`src/rtl/bot_seq_pkg.sv`:
```
// ---------------------------------------------------------------------------
// bot_seq_pkg
// Shared types and constants for the Rojobot timed motion-command sequencer.
//   TICK_W        width of a command's duration field (bot update ticks)
//   BOT_DEPTH     default command FIFO depth
//   BOT_STOP_CODE default MotCtl value meaning "both motors stopped"
//   state_t       sequencer FSM states
//   bot_cmd_t     one queued command {motctl, ticks}
// ---------------------------------------------------------------------------
package bot_seq_pkg;

    localparam int         TICK_W        = 16;
    localparam int         BOT_DEPTH     = 8;
    localparam logic [7:0] BOT_STOP_CODE = 8'h00;

    typedef enum logic [1:0] {
        IDLE,
        LOAD,
        RUN,
        DONE
    } state_t;

    typedef struct packed {
        logic [7:0]        motctl;
        logic [TICK_W-1:0] ticks;
    } bot_cmd_t;

endpackage

```
`src/rtl/bot_cmd_sequencer_if.sv`:
```
// ---------------------------------------------------------------------------
// bot_cmd_sequencer_if
// Command push handshake between the CPU register path and the sequencer.
//   i_cmd_valid   push request (from the CPU side)
//   o_cmd_ready   sequencer can accept the command this cycle
//   i_cmd_motctl  MotCtl value of the command
//   i_cmd_ticks   duration of the command in bot update ticks
// Modports: master = CPU/register side, slave = sequencer.
// ---------------------------------------------------------------------------
interface bot_cmd_sequencer_if;
    import bot_seq_pkg::*;

    logic              i_cmd_valid;
    logic              o_cmd_ready;
    logic [7:0]        i_cmd_motctl;
    logic [TICK_W-1:0] i_cmd_ticks;

    modport master (
        output i_cmd_valid,
        output i_cmd_motctl,
        output i_cmd_ticks,
        input  o_cmd_ready
    );

    modport slave (
        input  i_cmd_valid,
        input  i_cmd_motctl,
        input  i_cmd_ticks,
        output o_cmd_ready
    );

endinterface

```
`src/rtl/bot_cmd_fifo.sv`:
```
// ---------------------------------------------------------------------------
// bot_cmd_fifo
// Synchronous command FIFO, no fall-through: the head entry is readable
// combinationally, a pop advances it on the next edge.
//   clk, rst   clock, synchronous active-high reset
//   i_push     write i_data (ignored when full)
//   i_pop      discard head entry (ignored when empty)
//   i_flush    empty the FIFO on the next edge (wins over push/pop)
//   i_data     entry to write
//   o_data     current head entry
//   o_level    occupancy, 0..DEPTH
//   o_full     occupancy == DEPTH
//   o_empty    occupancy == 0
// DEPTH must be a power of two so the pointers wrap naturally.
// ---------------------------------------------------------------------------
module bot_cmd_fifo
    import bot_seq_pkg::*;
#(
    parameter int DEPTH = BOT_DEPTH
) (
    input  logic                   clk,
    input  logic                   rst,
    input  logic                   i_push,
    input  logic                   i_pop,
    input  logic                   i_flush,
    input  bot_cmd_t               i_data,
    output bot_cmd_t               o_data,
    output logic [$clog2(DEPTH):0] o_level,
    output logic                   o_full,
    output logic                   o_empty
);

    localparam int              AW       = $clog2(DEPTH);
    localparam logic [AW:0]     LVL_ONE  = (AW+1)'(1);
    localparam logic [AW:0]     LVL_FULL = (AW+1)'(DEPTH);
    localparam logic [AW-1:0]   PTR_ONE  = AW'(1);

    bot_cmd_t      r_mem [DEPTH];
    logic [AW-1:0] r_wrPtr;
    logic [AW-1:0] r_rdPtr;
    logic [AW:0]   r_level;
    logic          w_push;
    logic          w_pop;

    assign o_full  = (r_level == LVL_FULL);
    assign o_empty = (r_level == '0);
    assign w_push  = i_push & ~o_full;
    assign w_pop   = i_pop & ~o_empty;
    assign o_data  = r_mem[r_rdPtr];
    assign o_level = r_level;

    // Storage has no reset; only the pointers and level define validity.
    always_ff @(posedge clk) begin
        if (w_push && !i_flush) begin
            r_mem[r_wrPtr] <= i_data;
        end
    end

    // Pointers and occupancy; a simultaneous push and pop keeps the level.
    always_ff @(posedge clk) begin
        if (rst || i_flush) begin
            r_wrPtr <= '0;
            r_rdPtr <= '0;
            r_level <= '0;
        end else begin
            if (w_push) begin
                r_wrPtr <= r_wrPtr + PTR_ONE;
            end
            if (w_pop) begin
                r_rdPtr <= r_rdPtr + PTR_ONE;
            end
            case ({w_push, w_pop})
                2'b10:   r_level <= r_level + LVL_ONE;
                2'b01:   r_level <= r_level - LVL_ONE;
                default: r_level <= r_level;
            endcase
        end
    end

endmodule

```
`src/rtl/bot_cmd_sequencer.sv`:
```
// ---------------------------------------------------------------------------
// bot_cmd_sequencer
// Timed motion-command scheduler for the Rojobot (clk_75 domain). Queued
// {MotCtl, duration} commands are driven onto MotCtl_in for the programmed
// number of bot update ticks (rising edges of upd_sysregs); each finished
// command forces STOP, raises a sticky completion interrupt and the next
// queued command starts.
//   clk, rst        clock, synchronous active-high reset
//   cmdBus          command push handshake (slave side)
//   i_upd_sysregs   rojobot upd_sysregs level
//   i_int_ack       interrupt acknowledge pulse
//   i_abort         flush all commands and stop on the next edge
//   o_motctl        MotCtl_in to rojobot31_0
//   o_busy          a command is being driven
//   o_int           sticky completion interrupt
//   o_level         FIFO occupancy
//   o_done_cnt      completed commands, saturating at 255
// Optional build macro BOT_CMD_PROX_STOP_EN adds i_sensors, i_stop_mask and
// o_fault: a masked sensor hit while running acts as an abort, sets the
// sticky o_fault and raises o_int.
// ---------------------------------------------------------------------------
module bot_cmd_sequencer
    import bot_seq_pkg::*;
#(
    parameter int         DEPTH     = BOT_DEPTH,
    parameter logic [7:0] STOP_CODE = BOT_STOP_CODE
) (
    input  logic                   clk,
    input  logic                   rst,
    bot_cmd_sequencer_if.slave     cmdBus,
    input  logic                   i_upd_sysregs,
    input  logic                   i_int_ack,
    input  logic                   i_abort,
    output logic [7:0]             o_motctl,
    output logic                   o_busy,
    output logic                   o_int,
    output logic [$clog2(DEPTH):0] o_level,
    output logic [7:0]             o_done_cnt
`ifdef BOT_CMD_PROX_STOP_EN
    ,
    input  logic [7:0]             i_sensors,
    input  logic [7:0]             i_stop_mask,
    output logic                   o_fault
`endif
);

    localparam logic [TICK_W-1:0] CNT_ONE = TICK_W'(1);

    state_t            r_state;
    state_t            w_nextState;
    bot_cmd_t          r_cmd;
    logic [TICK_W-1:0] r_cnt;
    logic              r_updQ;
    logic              r_int;
    logic [7:0]        r_doneCnt;
    logic              w_tick;
    logic              w_proxHit;
    logic              w_abort;
    logic              w_push;
    logic              w_pop;
    logic              w_full;
    logic              w_empty;
    logic              w_doneEvt;
    bot_cmd_t          w_pushData;
    bot_cmd_t          w_head;

    assign w_tick = i_upd_sysregs & ~r_updQ;

`ifdef BOT_CMD_PROX_STOP_EN
    assign w_proxHit = (r_state == RUN) && ((i_sensors & i_stop_mask) != 8'h00);
`else
    assign w_proxHit = 1'b0;
`endif

    // A proximity stop is handled exactly like a CPU abort.
    assign w_abort            = i_abort | w_proxHit;
    assign cmdBus.o_cmd_ready = ~w_full & ~w_abort;
    assign w_push             = cmdBus.i_cmd_valid & cmdBus.o_cmd_ready;
    assign w_pop              = (r_state == IDLE) & ~w_empty & ~w_abort;
    assign w_pushData         = '{motctl: cmdBus.i_cmd_motctl, ticks: cmdBus.i_cmd_ticks};

    bot_cmd_fifo #(
        .DEPTH (DEPTH)
    ) u_fifo (
        .clk     (clk),
        .rst     (rst),
        .i_push  (w_push),
        .i_pop   (w_pop),
        .i_flush (w_abort),
        .i_data  (w_pushData),
        .o_data  (w_head),
        .o_level (o_level),
        .o_full  (w_full),
        .o_empty (w_empty)
    );

    // FSM state register.
    always_ff @(posedge clk) begin
        if (rst) begin
            r_state <= IDLE;
        end else begin
            r_state <= w_nextState;
        end
    end

    // FSM next state; abort overrides everything and returns to IDLE.
    always_comb begin
        w_nextState = r_state;
        if (w_abort) begin
            w_nextState = IDLE;
        end else begin
            case (r_state)
                IDLE:    if (!w_empty) w_nextState = LOAD;
                LOAD:    w_nextState = (r_cmd.ticks == '0) ? DONE : RUN;
                RUN:     if (w_tick && (r_cnt == CNT_ONE)) w_nextState = DONE;
                DONE:    w_nextState = IDLE;
                default: w_nextState = IDLE;
            endcase
        end
    end

    // FSM outputs; the motor is only driven in RUN, so a zero-tick command
    // never leaves STOP.
    always_comb begin
        o_motctl  = STOP_CODE;
        o_busy    = 1'b0;
        w_doneEvt = 1'b0;
        case (r_state)
            RUN: begin
                o_motctl = r_cmd.motctl;
                o_busy   = 1'b1;
            end
            DONE:    w_doneEvt = ~w_abort;
            default: ;
        endcase
    end

    // Command datapath: the head entry is captured on the pop edge, the
    // down-counter is loaded in LOAD and only counts ticks seen in RUN.
    always_ff @(posedge clk) begin
        if (rst) begin
            r_cmd  <= '0;
            r_cnt  <= '0;
            r_updQ <= 1'b0;
        end else begin
            r_updQ <= i_upd_sysregs;
            if (w_pop) begin
                r_cmd <= w_head;
            end
            if (w_abort) begin
                r_cnt <= '0;
            end else if (r_state == LOAD) begin
                r_cnt <= r_cmd.ticks;
            end else if ((r_state == RUN) && w_tick) begin
                r_cnt <= r_cnt - CNT_ONE;
            end
        end
    end

    // Completion bookkeeping; a set in the same cycle as an ack wins.
    always_ff @(posedge clk) begin
        if (rst) begin
            r_int     <= 1'b0;
            r_doneCnt <= 8'h00;
        end else begin
            if (w_doneEvt || w_proxHit) begin
                r_int <= 1'b1;
            end else if (i_int_ack) begin
                r_int <= 1'b0;
            end
            if (w_doneEvt && (r_doneCnt != 8'hFF)) begin
                r_doneCnt <= r_doneCnt + 8'd1;
            end
        end
    end

`ifdef BOT_CMD_PROX_STOP_EN
    logic r_fault;

    // Sticky proximity fault, cleared with the interrupt acknowledge.
    always_ff @(posedge clk) begin
        if (rst) begin
            r_fault <= 1'b0;
        end else if (w_proxHit) begin
            r_fault <= 1'b1;
        end else if (i_int_ack) begin
            r_fault <= 1'b0;
        end
    end

    assign o_fault = r_fault;
`endif

    assign o_int      = r_int;
    assign o_done_cnt = r_doneCnt;

endmodule

```
`src/flat_wrapper.sv`:
```
// flat-port wrapper written by rule: the top's interface ports become plain ports
module bot_cmd_sequencer_flat import bot_seq_pkg::*;
#(
    parameter int         DEPTH     = BOT_DEPTH,
    parameter logic [7:0] STOP_CODE = BOT_STOP_CODE
)
  (clk, rst, i_upd_sysregs, i_int_ack, i_abort, o_motctl, o_busy, o_int, o_level, o_done_cnt, cmdBus_i_cmd_valid, cmdBus_i_cmd_motctl, cmdBus_i_cmd_ticks, cmdBus_o_cmd_ready);
  bot_cmd_sequencer_if cmdBus_i ();
  input  logic clk;
  input  logic rst;
  input  logic i_upd_sysregs;
  input  logic i_int_ack;
  input  logic i_abort;
  output logic [7:0] o_motctl;
  output logic o_busy;
  output logic o_int;
  output logic [$clog2(DEPTH):0] o_level;
  output logic [7:0] o_done_cnt;
  input wire logic [$bits(cmdBus_i.i_cmd_valid)-1:0] cmdBus_i_cmd_valid;
  input wire logic [$bits(cmdBus_i.i_cmd_motctl)-1:0] cmdBus_i_cmd_motctl;
  input wire logic [$bits(cmdBus_i.i_cmd_ticks)-1:0] cmdBus_i_cmd_ticks;
  output wire logic [$bits(cmdBus_i.o_cmd_ready)-1:0] cmdBus_o_cmd_ready;
  assign cmdBus_i.i_cmd_valid = cmdBus_i_cmd_valid;
  assign cmdBus_i.i_cmd_motctl = cmdBus_i_cmd_motctl;
  assign cmdBus_i.i_cmd_ticks = cmdBus_i_cmd_ticks;
  assign cmdBus_o_cmd_ready = cmdBus_i.o_cmd_ready;
  bot_cmd_sequencer #(.DEPTH(DEPTH), .STOP_CODE(STOP_CODE)) u_core (.clk(clk), .rst(rst), .cmdBus(cmdBus_i), .i_upd_sysregs(i_upd_sysregs), .i_int_ack(i_int_ack), .i_abort(i_abort), .o_motctl(o_motctl), .o_busy(o_busy), .o_int(o_int), .o_level(o_level), .o_done_cnt(o_done_cnt));
endmodule
```
`config.mk`:
```
export PLATFORM = sky130hd
export DESIGN_NAME = bot_cmd_sequencer_flat
export DESIGN_NICKNAME = d
export VERILOG_FILES = /design/src/rtl/bot_seq_pkg.sv /design/src/rtl/bot_cmd_sequencer_if.sv /design/src/rtl/bot_cmd_fifo.sv /design/src/rtl/bot_cmd_sequencer.sv /design/src/flat_wrapper.sv
export SDC_FILE = /design/constraint.sdc
export NUM_CORES = 1
export LEC_CHECK = 0
export BUFFER_PORTS_ARGS = -buffer_cell sky130_fd_sc_hd__clkbuf_2
export CAP_MARGIN = 20
export CORE_ASPECT_RATIO = 1.25
export CORE_UTILIZATION = 57
export DETAILED_ROUTE_END_ITERATION = 10
export GPL_ROUTABILITY_DRIVEN = 0
export GPL_TIMING_DRIVEN = 0
export PLACE_DENSITY = 0.81
export SLEW_MARGIN = 15
export SYNTH_ARGS = -nofsm -noshare
export SYNTH_HDL_FRONTEND = slang
export SYNTH_SLANG_ARGS = --single-unit
```
`constraint.sdc`:
```
create_clock -name clk -period 4.15 [get_ports clk]
set_input_delay 0.2075 -clock clk [delete_from_list [all_inputs] [get_ports clk]]
set_output_delay 0.2075 -clock clk [all_outputs]
set_load 0.02 [all_outputs]
```
# Yosys cells after proc, flatten, opt, wreduce, memory -nomap -nowiden
# Memories as Yosys holds them, arrays and structs flattened. A register that Yosys moved wholly into a read port is not among the register bits.
# Index checks and enable logic that the tools add are counted.
[classes]
n_addsub = 6
eq_ne = 10
n_mux = 14
bitwise_logic = 11
n_reduce_logical = 14
[ops]
columns = ["operator", "count"]
rows = [
  ["$mux W16", 2],
  ["$eq A16 B1 Y1 const B", 1],
  ["$logic_not A16 Y1", 1],
  ["$sub A16 B1 Y16 const B", 1],
  ["$add A8 B1 Y8 const B", 1],
  ["$mux W8", 1],
  ["$ne A8 B8 Y1 const B", 1],
  ["$pmux W2 S4", 1],
  ["$pmux W4 S2", 1],
  ["$and A1 B1 Y1", 7],
  ["$mux W1", 7],
  ["$add A3 B1 Y3 const B", 2],
  ["$eq A2 B2 Y1 const B", 3],
  ["$reduce_bool A2 Y1", 3],
  ["$add A4 B1 Y4 const B", 1],
  ["$eq A2 B1 Y1 const B", 2],
  ["$eq A4 B4 Y1 const B", 1],
  ["$logic_and A1 B1 Y1", 4],
  ["$logic_not A4 Y1", 1],
  ["$mux W2", 2],
  ["$not A1 Y1", 4],
  ["$sub A4 B1 Y4 const B", 1],
  ["$logic_not A2 Y1", 1],
  ["$ne A2 B1 Y1 const B", 1],
  ["5 further kinds", 5],
]
[word_totals]
reg_bits = 38
ram_bits = 192
out_inout_bits = 23
elab_cells = 64
memories = 1
[memory_table]
columns = ["memory", "words", "width", "rd", "rd_ports_with_merged_regs", "write_ports", "line_no", "rtl"]
rows = [
  ["u_core.u_fifo.r_mem", 8, 24, 1, 1, 1, "bot_cmd_fifo.sv:38", "bot_cmd_t r_mem [DEPTH];"],
]

# Longest topological paths before layout
# Gate-level depths: netlist of the first run.
[depth]
word_depth = 8
mapped_depth = 12

# Cells and area by module
# Synthesis of the first run repeated with hierarchy kept, for this count alone.
[hier_totals]
hier_cells = 652
area_unflattened_um2 = 10309.9
[modules_own_cells]
columns = ["mod", "n_inst", "cells_each", "area_per_inst_um2", "seq_area_each_um2"]
rows = [
  ["bot_cmd_fifo", 1, 356, 7930.1, 6025.8],
  ["bot_cmd_sequencer", 1, 296, 2379.8, 1041.0],
]

# Worst setup path after synthesis of the first run
# OpenSTA, ideal clock, no wires.
[synth_path]
kind = "register to register"
from = "register u_core.u_fifo.r_level[0] (netlist: u_core.u_fifo.o_level[0])"
to = "memory u_core.u_fifo.r_mem[0][0] (netlist name), enable pin"
t_arrival_ns = 3.326
setup_slack_ns = 0.389
path_stages_with_launch = 6
path_buffers = 0
synth_period_minus_slack_ns = 3.761
path_cell_list = "dfxtp_1 -> nor3_1 -> a21oi_1 -> nand2_1 -> or2_1 -> nor3_1"
[synth_between]
elab_chain_cells = 8
[synth_lines]
columns = ["element", "line_no", "rtl"]
rows = [
  ["start, declared", "bot_cmd_fifo.sv:41", "logic [AW:0] r_level;"],
  ["start signal, assigned", "bot_cmd_fifo.sv:73", "2'b10: r_level <= r_level + LVL_ONE;"],
  ["start signal, assigned", "bot_cmd_fifo.sv:74", "2'b01: r_level <= r_level - LVL_ONE;"],
  ["start signal, assigned", "bot_cmd_fifo.sv:75", "default: r_level <= r_level;"],
  ["$eq A4 B4 Y1", "bot_cmd_fifo.sv:45", "assign o_full = (r_level == LVL_FULL);"],
  ["$not A1 Y1", "bot_cmd_sequencer.sv:77", "assign cmdBus.o_cmd_ready = ~w_full & ~w_abort;"],
  ["$and A1 B1 Y1", "bot_cmd_sequencer.sv:77", ""],
  ["net cmdBus_o_cmd_ready", "flat_wrapper.sv:22", "output wire logic [$bits(cmdBus_i.o_cmd_ready)-1:0] cmdBus_o_cmd_ready;"],
  ["$and A1 B1 Y1", "bot_cmd_sequencer.sv:78", "assign w_push = cmdBus.i_cmd_valid & cmdBus.o_cmd_ready;"],
  ["$and A1 B1 Y1", "bot_cmd_fifo.sv:47", "assign w_push = i_push & ~o_full;"],
  ["$logic_and A1 B1 Y1", "bot_cmd_fifo.sv:54", "if (w_push && !i_flush) begin"],
  ["$mux W1", "bot_cmd_fifo.sv:54", ""],
  ["$mux W1 (not written as such)", "bot_cmd_fifo.sv:55", "r_mem[r_wrPtr] <= i_data;"],
  ["end, declared", "bot_cmd_fifo.sv:38", ""],
]
# The timed path passes the listed nets, and every way through them passes these cells.

# Worst setup path in the final report of the first run
[layout_path]
from = "register u_core.r_state[0]"
to = "register u_core.u_fifo.r_level[3] (netlist: u_core.u_fifo.o_level[3])"
[layout_between]
elab_chain_cells = 6
word_cells_on_any_way = 8
classes_between = "eq/ne: 2; mux: 1; bitwise: 3; reduce/logical: 2"
[layout_lines]
columns = ["element", "line_no", "rtl"]
rows = [
  ["start, declared", "bot_cmd_sequencer.sv:49", "state_t r_state;"],
  ["start signal, assigned", "bot_cmd_sequencer.sv:102", "r_state <= w_nextState;"],
  ["$logic_not A2 Y1 *", "bot_cmd_sequencer.sv:79", "assign w_pop = (r_state == IDLE) & ~w_empty & ~w_abort;"],
  ["$and A1 B1 Y1 * (2 in series)", "bot_cmd_sequencer.sv:79", ""],
  ["$and A1 B1 Y1 *", "bot_cmd_fifo.sv:48", "assign w_pop = i_pop & ~o_empty;"],
  ["net u_core.u_fifo.w_pop", "bot_cmd_fifo.sv:43", "logic w_pop;"],
  ["$eq A2 B1 Y1 / $eq A2 B2 Y1 (equally long branches)", "bot_cmd_fifo.sv:72", "case ({w_push, w_pop})"],
  ["$pmux W4 S2 / $reduce_bool A2 Y1 (equally long branches)", "n/a", ""],
]
# The timed path passes the listed nets; every way through them passes the cells marked *.
# A chain may end at the register's enable or synchronous reset.

==> flow_metrics.py, run 1 <==
metrics = {
    "cells_and_area": {
        "areaGrowthSynthToFinish_pct": 18.4,
        "finalNetCount": 769,
        "num-fill-cells": 1057,
        "final_util": 0.688,
        "drive_gt1_frac": 0.231,
        "fin_area_um2": 11900,
        "n_antenna_cell": 0,
        "multiInputGateArea_um2": 2970,
        "stdcell_count": 967,
        "regArea_um2": 7010,
    },
    "detailed_routing": {
        "routed_wirelength_um": 21700,
        "firstDrtPassIters": 5,
        "route.vias.total": 5860,
        "vias_per_cell": 6.06,
        "routedWlPerCell_um": 22.5,
        "drt.antenna.violating_nets": 0,
        "drc": 0,
        "drtIter0Drc": 454,
    },
    "worst_setup_path": {
        "reg2reg_from": "u_core.r_state[0]$_SDFFE_PP0P_",
        "path_max_fanout": 10,
        "reg2reg_to": "u_core.u_fifo.o_level[3]$_SDFFE_PP0P_",
        "reg2reg_depth": 12,
        "critPathKind": "reg -> reg",
        "crit_required_ns": 4.58,
        "reg2reg_slack_ns": 0.95,
        "crit_start": "u_core.r_state[0]$_SDFFE_PP0P_",
        "cp-start-kind": "flop",
        "critPathCapture": "u_core.u_fifo.o_level[3]$_SDFFE_PP0P_",
        "critPathCaptureType": "flop",
        "crit_arrival_ns": 3.63,
    },
    "grt": {
        "grt_pass1_wl_um": 33500,
        "grt_use_total": 0.247,
        "overflow": 0,
        "grt_max_degree": 23,
        "grt_pass1_vias": 6114,
        "antenna_found_initial": 0,
    },
    "sta": {
        "hold_viol_final": 0,
        "clock_skew_ns": 0.0209,
        "fmax_mhz": 313,
        "worstMarginPinSlew_ns": 0.981,
        "fin_crit_ns": 3.20,
        "rsz0062_at_grt": "false",
        "finalSetupTns_ns": 0,
        "setup_viol_count_final": 0,
        "maxSlewHeadroom": 0.346,
        "drv_slew": 0,
        "post-route-period-util": 0.770,
    },
    "synthesis": {
        "postSynth.asyncResetShare": 0,
        "synth-seq-area-share": 0.695,
        "yosys.area.top_type": "edfxtp_1",
        "synth.most_common_cell": "edfxtp_1",
        "synth_area_per_cell_um2": 16.5,
        "syn_inst": 612,
        "ys.flop_type": "edfxtp_1",
        "syn_area_um2": 10100,
        "ys_warn_count": 0,
        "synth_seq_cells": 254,
        "synth.top_cell.area_share": 0.572,
        "ys_types": 49,
        "yosys-top-cells-area": "edfxtp_1 (57%), dfxtp_1 (12%), mux4_2 (11%), mux2i_1 (2.7%), nor2_1 (2.2%)",
        "synth_nets": 656,
        "synth-edff-count": 192,
        "synth_commonest_cells": "edfxtp_1 (192), dfxtp_1 (62), nor2_1 (58), mux4_2 (48)",
    },
    "clock_tree": {
        "ctsHtreeMaxLevel": 1,
        "post-cts-setup-buffers": 0,
        "clock_sinks": 254,
        "cts_buffer_depth": 3,
        "cts_tree": "yes",
        "cts_inserted_buffers": 24,
        "root_buffer": "clkbuf_16",
        "clock_latency_ns": 0.52,
        "cts_hold_buf": 24,
        "cts_resized": 0,
        "clk_pin_slew_ns": 0.06,
    },
    "flow_run": {
        "cap_violations": 0,
    },
    "floorplan": {
        "fp.coreArea_um2": 17400,
        "dieArea_um2": 18200,
        "initial_core_util": 0.581,
        "die_h_um": 151,
        "die_x_um": 121,
        "rows": 54,
        "io_pins": 53,
    },
    "power_and_ir_drop": {
        "power.density_nw_per_um2": 441,
        "p_leak_nw": 3.90,
        "total_power_mw": 5.27,
        "peakVddDrop_mv": 0.401,
    },
    "place": {
        "place_inst": 899,
        "placed_area_um2": 10900,
        "numPortBuffers": 51,
        "post-dp-hpwl_um": 13600,
    },
    "min_path": {
        "min_path_type": "in -> reg",
    },
    "status": {
        "status": "finished, final reports clean",
    },
}
[metal layers]
layer / GRT usage / up-vias / part of all wire
li1: - / 2607 / -
met1: 0.299 / 2965 / 0.38
met2: 0.436 / 229 / 0.53
met3: 0.0402 / 59 / 0.053
met4: 0.111 / 0 / 0.037
met5: 0 / - / 0
[metrics by stage]
stage	worst slack, ns	hold WS (ns)
5_1_grt	0.663	0.0150
4_1_cts	0.982	0.000611
3_5_place_dp	1.05	0.467
2_1_floorplan	0.389	0.306
6_report	0.953	0.0192
3_3_place_gp	-0.825	0.461
[flip-flops by register name, summed over array words and instances (netlist names)]
name	count
u_core.r_updQ	1
u_core.r_cmd	24
u_core.u_fifo.o_level	4
u_core.u_fifo.r_rdPtr	3
u_core.u_fifo.r_mem	192
u_core.r_state	2
u_core.o_int	1
u_core.o_done_cnt	8
u_core.r_cnt	16
u_core.u_fifo.r_wrPtr	3
[cells by family after synthesis]
logic type,count (synthesis),synth area share
compound gates,75,0.0485
xor+xnor,24,0.0208
fa+ha+maj,14,0.0181
buf+inv,40,0.0163
flops,254,0.695
mux,75,0.134
simple gates,130,0.0675
[how the worst min path moves through the flow]
stage / from / to / depth (start not counted)
2_1_floorplan: cmdBus_i_cmd_ticks[0] / u_core.u_fifo.r_mem[0][0]$_DFFE_PP_ / 0
3_3_place_gp: i_upd_sysregs / u_core.r_updQ$_SDFF_PP0_ / 2
3_5_place_dp: i_upd_sysregs / u_core.r_updQ$_SDFF_PP0_ / 2
4_1_cts: cmdBus_i_cmd_valid / u_core.u_fifo.r_wrPtr[1]$_SDFFE_PP0P_ / 3
5_1_grt: cmdBus_i_cmd_ticks[10] / u_core.u_fifo.r_mem[0][10]$_DFFE_PP_ / 1
6_report: cmdBus_i_cmd_valid / u_core.u_fifo.r_wrPtr[1]$_SDFFE_PP0P_ / 3
[final cells by class]
type                    count  share of cell area
flip-flops and latches    254               0.587
multi-input cells         318               0.249
repair buffers             87              0.0578
clock buffers              29              0.0536
well taps                 224              0.0235
clock inverters            15              0.0159
plain buffers              30              0.0106
inverters                  10             0.00314
[cell usage in the layout (no fill, tap or decap), types with 10 or more instances in the layout]
| master | count |
|---|---|
| ha_1 | 13 |
| clkbuf_2 | 52 |
| dfxtp_1 | 62 |
| a21oi_1 | 26 |
| a211oi_1 | 27 |
| clkbuf_16 | 25 |
| xnor2_1 | 11 |
| mux2i_1 | 27 |
| edfxtp_1 | 192 |
| mux4_2 | 48 |
| nand2_1 | 15 |
| dlygate4sd3_1 | 24 |
| inv_1 | 10 |
| nor2_1 | 52 |
| o21ai_0 | 13 |
| xor2_1 | 13 |
| clkbuf_1 | 26 |
[critical path: stages (launching register included)]
cell      delay [ns]
dfxtp_1         0.33
inv_1           0.18
ha_1            0.26
o41ai_2         0.15
nor2_1          0.30
clkbuf_1        0.47
ha_1            0.30
ha_1            0.24
a21o_1          0.18
a21oi_1         0.17
xnor2_1         0.11
or3_1           0.31
a21oi_1         0.14
[where the power goes]
part           switching, mW  internal, mW
combinational          0.130        0.0942
sequential            0.0192          2.76
clock                  0.908          1.36
(Power assumes the default switching activity.)
==> run 2, diff against run 1 <==
--- a/config.mk
+++ b/config.mk
@@ -5,14 +5,15 @@
 export SDC_FILE = /design/constraint.sdc
 export NUM_CORES = 1
 export LEC_CHECK = 0
+export ABC_AREA = 1
 export BUFFER_PORTS_ARGS = -buffer_cell sky130_fd_sc_hd__clkbuf_2
 export CAP_MARGIN = 20
 export CORE_ASPECT_RATIO = 1.25
-export CORE_UTILIZATION = 57
+export CORE_UTILIZATION = 55
 export DETAILED_ROUTE_END_ITERATION = 10
 export GPL_ROUTABILITY_DRIVEN = 0
 export GPL_TIMING_DRIVEN = 0
-export PLACE_DENSITY = 0.81
+export PLACE_DENSITY = 0.82
 export SLEW_MARGIN = 15
 export SYNTH_ARGS = -nofsm -noshare
 export SYNTH_HDL_FRONTEND = slang
==> constraint.sdc (replaced) <==
create_clock -name clk -period 2.59 [get_ports clk]
set_input_delay 0.1295 -clock clk [delete_from_list [all_inputs] [get_ports clk]]
set_output_delay 0.1295 -clock clk [all_outputs]
set_load 0.02 [all_outputs]
==> run 2 against run 1 <==
Sequential cell count is the same. Worst setup slack lost 0.76 ns. Register-to-register slack lost 0.76 ns. Largest power group unchanged. Critical path depth is the same. Global-route usage grew 2.1 points. Synthesized cell count grew 65%. Non-clock buffer count grew 17. Via count grew 36%. Clock-buffer cell count grew 7. Sequential share of layout area shrank 3.3 points.
==> flow_metrics.py, run 2 <==
metrics = {
    "floorplan": {
        "initial_core_util": 0.566,
        "io_pins": 53,
        "fp.coreArea_um2": 19000,
        "dieArea_um2": 20100,
        "die_h_um": 158,
        "die_x_um": 127,
        "rows": 56,
    },
    "sta": {
        "rsz0062_at_grt": "false",
        "post-route-period-util": 0.927,
        "setup_viol_count_final": 0,
        "worstMarginPinSlew_ns": 0.867,
        "drv_slew": 0,
        "fin_crit_ns": 2.40,
        "clock_skew_ns": 0.0198,
        "maxSlewHeadroom": 0.420,
        "fmax_mhz": 416,
        "hold_viol_final": 0,
    },
    "detailed_routing": {
        "vias_per_cell": 5.69,
        "drc": 0,
        "route.vias.total": 7972,
        "routed_wirelength_um": 26300,
        "routedWlPerCell_um": 18.8,
        "drt.antenna.violating_nets": 0,
        "drtIter0Drc": 861,
        "firstDrtPassIters": 5,
    },
    "cells_and_area": {
        "multiInputGateArea_um2": 3240,
        "n_antenna_cell": 0,
        "finalNetCount": 1165,
        "regArea_um2": 7010,
        "areaGrowthSynthToFinish_pct": 17.7,
        "largest_reg_flops": 192,
        "final_common_cell": "edfxtp_1",
        "drive_gt1_frac": 0.144,
        "num-fill-cells": 1334,
        "regMostFlops": "u_core.u_fifo.r_mem",
        "reg_top3": "u_core.u_fifo.r_mem (192), u_core.r_cmd (24), u_core.r_cnt (16)",
        "mostFrequentLayoutCells": "edfxtp_1 (192), nor2_1 (185), nand2_1 (123), o21ai_0 (113), inv_1 (65)",
        "stdcell_count": 1401,
    },
    "grt": {
        "grt_pass1_vias": 7824,
        "overflow": 0,
        "grt_pass1_wl_um": 41000,
        "grt_max_degree": 25,
        "antenna_found_initial": 0,
        "grt_use_total": 0.269,
    },
    "worst_setup_path": {
        "cp-start-kind": "flop",
        "critical_path.cell_chain": "inv_1 > ha_1 > nand2_1 > nor2_4 > buf_4 > ha_2 > ha_1 > a21oi_1 > nand2_1 > xnor2_1 > nand2_1 > a21oi_1",
        "crit_required_ns": 3.04,
        "critPathKind": "reg -> reg",
        "slowest_stage": "dfxtp_1",
        "crit_arrival_ns": 2.86,
        "slowest_delay_ns": 0.33,
        "critPathMostFrequentCell": "nand2_1",
        "path_max_fanout": 10,
        "critPathCaptureType": "flop",
    },
    "place": {
        "post-dp-hpwl_um": 16700,
        "numPortBuffers": 52,
        "place_inst": 1327,
    },
    "synthesis": {
        "synth_area_per_cell_um2": 10.7,
        "synth-edff-count": 192,
        "synth_nets": 1053,
        "postSynth.asyncResetShare": 0,
        "yosys.area.top_type": "edfxtp_1",
        "ys_types": 38,
        "ys_warn_count": 0,
        "syn_inst": 1009,
        "synth_commonest_cells": "nor2_1 (193), edfxtp_1 (192), nand2_1 (123), o21ai_0 (113), inv_1 (65)",
        "synth_seq_cells": 254,
        "syn_area_um2": 10700,
        "synth-seq-area-share": 0.652,
        "ys.flop_type": "edfxtp_1",
        "synth.top_cell.area_share": 0.536,
        "synth.most_common_cell": "nor2_1",
        "yosys-top-cells-area": "edfxtp_1 (54%), dfxtp_1 (12%), nor2_1 (6.7%), o21ai_0 (5.3%), nand2_1 (4.3%)",
    },
    "power_and_ir_drop": {
        "peakVddDrop_mv": 0.596,
        "total_power_mw": 9.06,
        "p_leak_nw": 4.61,
        "power.density_nw_per_um2": 716,
    },
    "clock_tree": {
        "clock_latency_ns": 0.53,
        "cts_inserted_buffers": 25,
        "clock_sinks": 254,
        "cts_tree": "yes",
        "ctsHtreeMaxLevel": 1,
        "root_buffer": "clkbuf_16",
        "cts_buffer_depth": 3,
        "clk_pin_slew_ns": 0.06,
    },
    "min_path": {
        "min_path_type": "in -> reg",
    },
    "status": {
        "status": "finished, final reports clean",
    },
    "flow_run": {
        "cap_violations": 0,
    },
}
-- run 2: cell types whose count changed in the layout (fill, tap and decap cells not counted), moves of 24 or more --
cell,change
inv_1,+55
a211oi_1,-27
mux4_2,-48
o211ai_1,+41
nor2_1,+133
nand2_1,+108
mux2i_1,-27
a21oi_1,+24
o21ai_0,+100
-- run 2: path summary, 6_finish.rpt --
path / endpoint / depth (start not counted) / slack [ns] / from
max: u_core.u_fifo.o_level[3]$_SDFFE_PP0P_ / 12 / 0.19 / u_core.r_state[0]$_SDFFE_PP0P_
min: u_core.u_fifo.r_wrPtr[1]$_SDFFE_PP0P_ / 3 / 0.03 / cmdBus_i_cmd_valid
max reg2reg: u_core.u_fifo.o_level[3]$_SDFFE_PP0P_ / 12 / 0.19 / u_core.r_state[0]$_SDFFE_PP0P_
min reg2reg: u_core.r_cnt[7]$_SDFFE_PP0P_ / 2 / 0.49 / u_core.r_cmd[7]$_SDFFE_PP0N_
-- run 2: cells by family (layout without fill, tap and decap cells) --
kind of cell | after synthesis | after routing | share of synthesized area
xor gates and xnor gates | 9 | 9 | 0.00733
adders and majority gates | 14 | 14 | 0.0170
AOI/OAI and AO/OA | 250 | 250 | 0.136
and+or+nand+nor | 364 | 364 | 0.135
DFF | 254 | 254 | 0.652
buffers and inverters | 118 | 249 | 0.0530
-- run 2: layout make-up --
class                      instances  share of cell area
sequential                       254               0.554
clock inverter                    10             0.00841
timing repair buffer              85              0.0530
multi-input combinational        637               0.256
inverter                          69              0.0211
clock buffer                      36              0.0575
tap                              261              0.0258
buffer                            49              0.0241
-- run 2: stage by stage --
step           instance area [um2]  TNS (ns)  setup WS, ns  hold slack [ns]   util
2_1_floorplan                10800    -16.57        -0.173            0.199      -
3_3_place_gp                 11300    -78.88        -0.857            0.351  0.598
3_5_place_dp                 11500         0        0.0216            0.350  0.607
4_1_cts                      12600         0        0.0165           0.0205  0.666
5_1_grt                      12600         0        0.0189           0.0772  0.666
6_report                     12600         0         0.188           0.0333  0.666
-- run 2: layer usage --
layer,global-route usage,part of all wire,routed length [um]
met1,0.319,0.38,9870
met2,0.486,0.51,13500
met3,0.0400,0.079,2070
met4,0.119,0.033,864
met5,0,0,0
-- run 2: report_power, final --
part | leakage (nW) | switching [mW] | total (mW) | internal [mW]
registers | 2.24 | 0.0540 | 4.52 | 4.46
clock network | 0.415 | 1.49 | 3.64 | 2.15
logic | 1.96 | 0.601 | 0.902 | 0.301
total | 4.61 | 2.15 | 9.06 | 6.91
-- run 2: worst max-delay path: cells and delay by family (launching register included) --
family / cells / cell delay [ns]
XOR/XNOR: 1 / 0.14
flip-flops: 1 / 0.33
buffers and inverters: 2 / 0.38
AO/OA/AOI/OAI: 2 / 0.28
adder cells (fa/ha/maj): 3 / 0.72
AND/OR/NAND/NOR: 4 / 0.48
-- run 2: what timing repair did --
item / 4_1_cts / 5_1_grt
hold buffers: 28 / 0
endpoints found under the setup margin: 0 / 2
gates resized for setup: 0 / 4
hold endpoints to repair: 198 / 0
setup buffers: 0 / 0
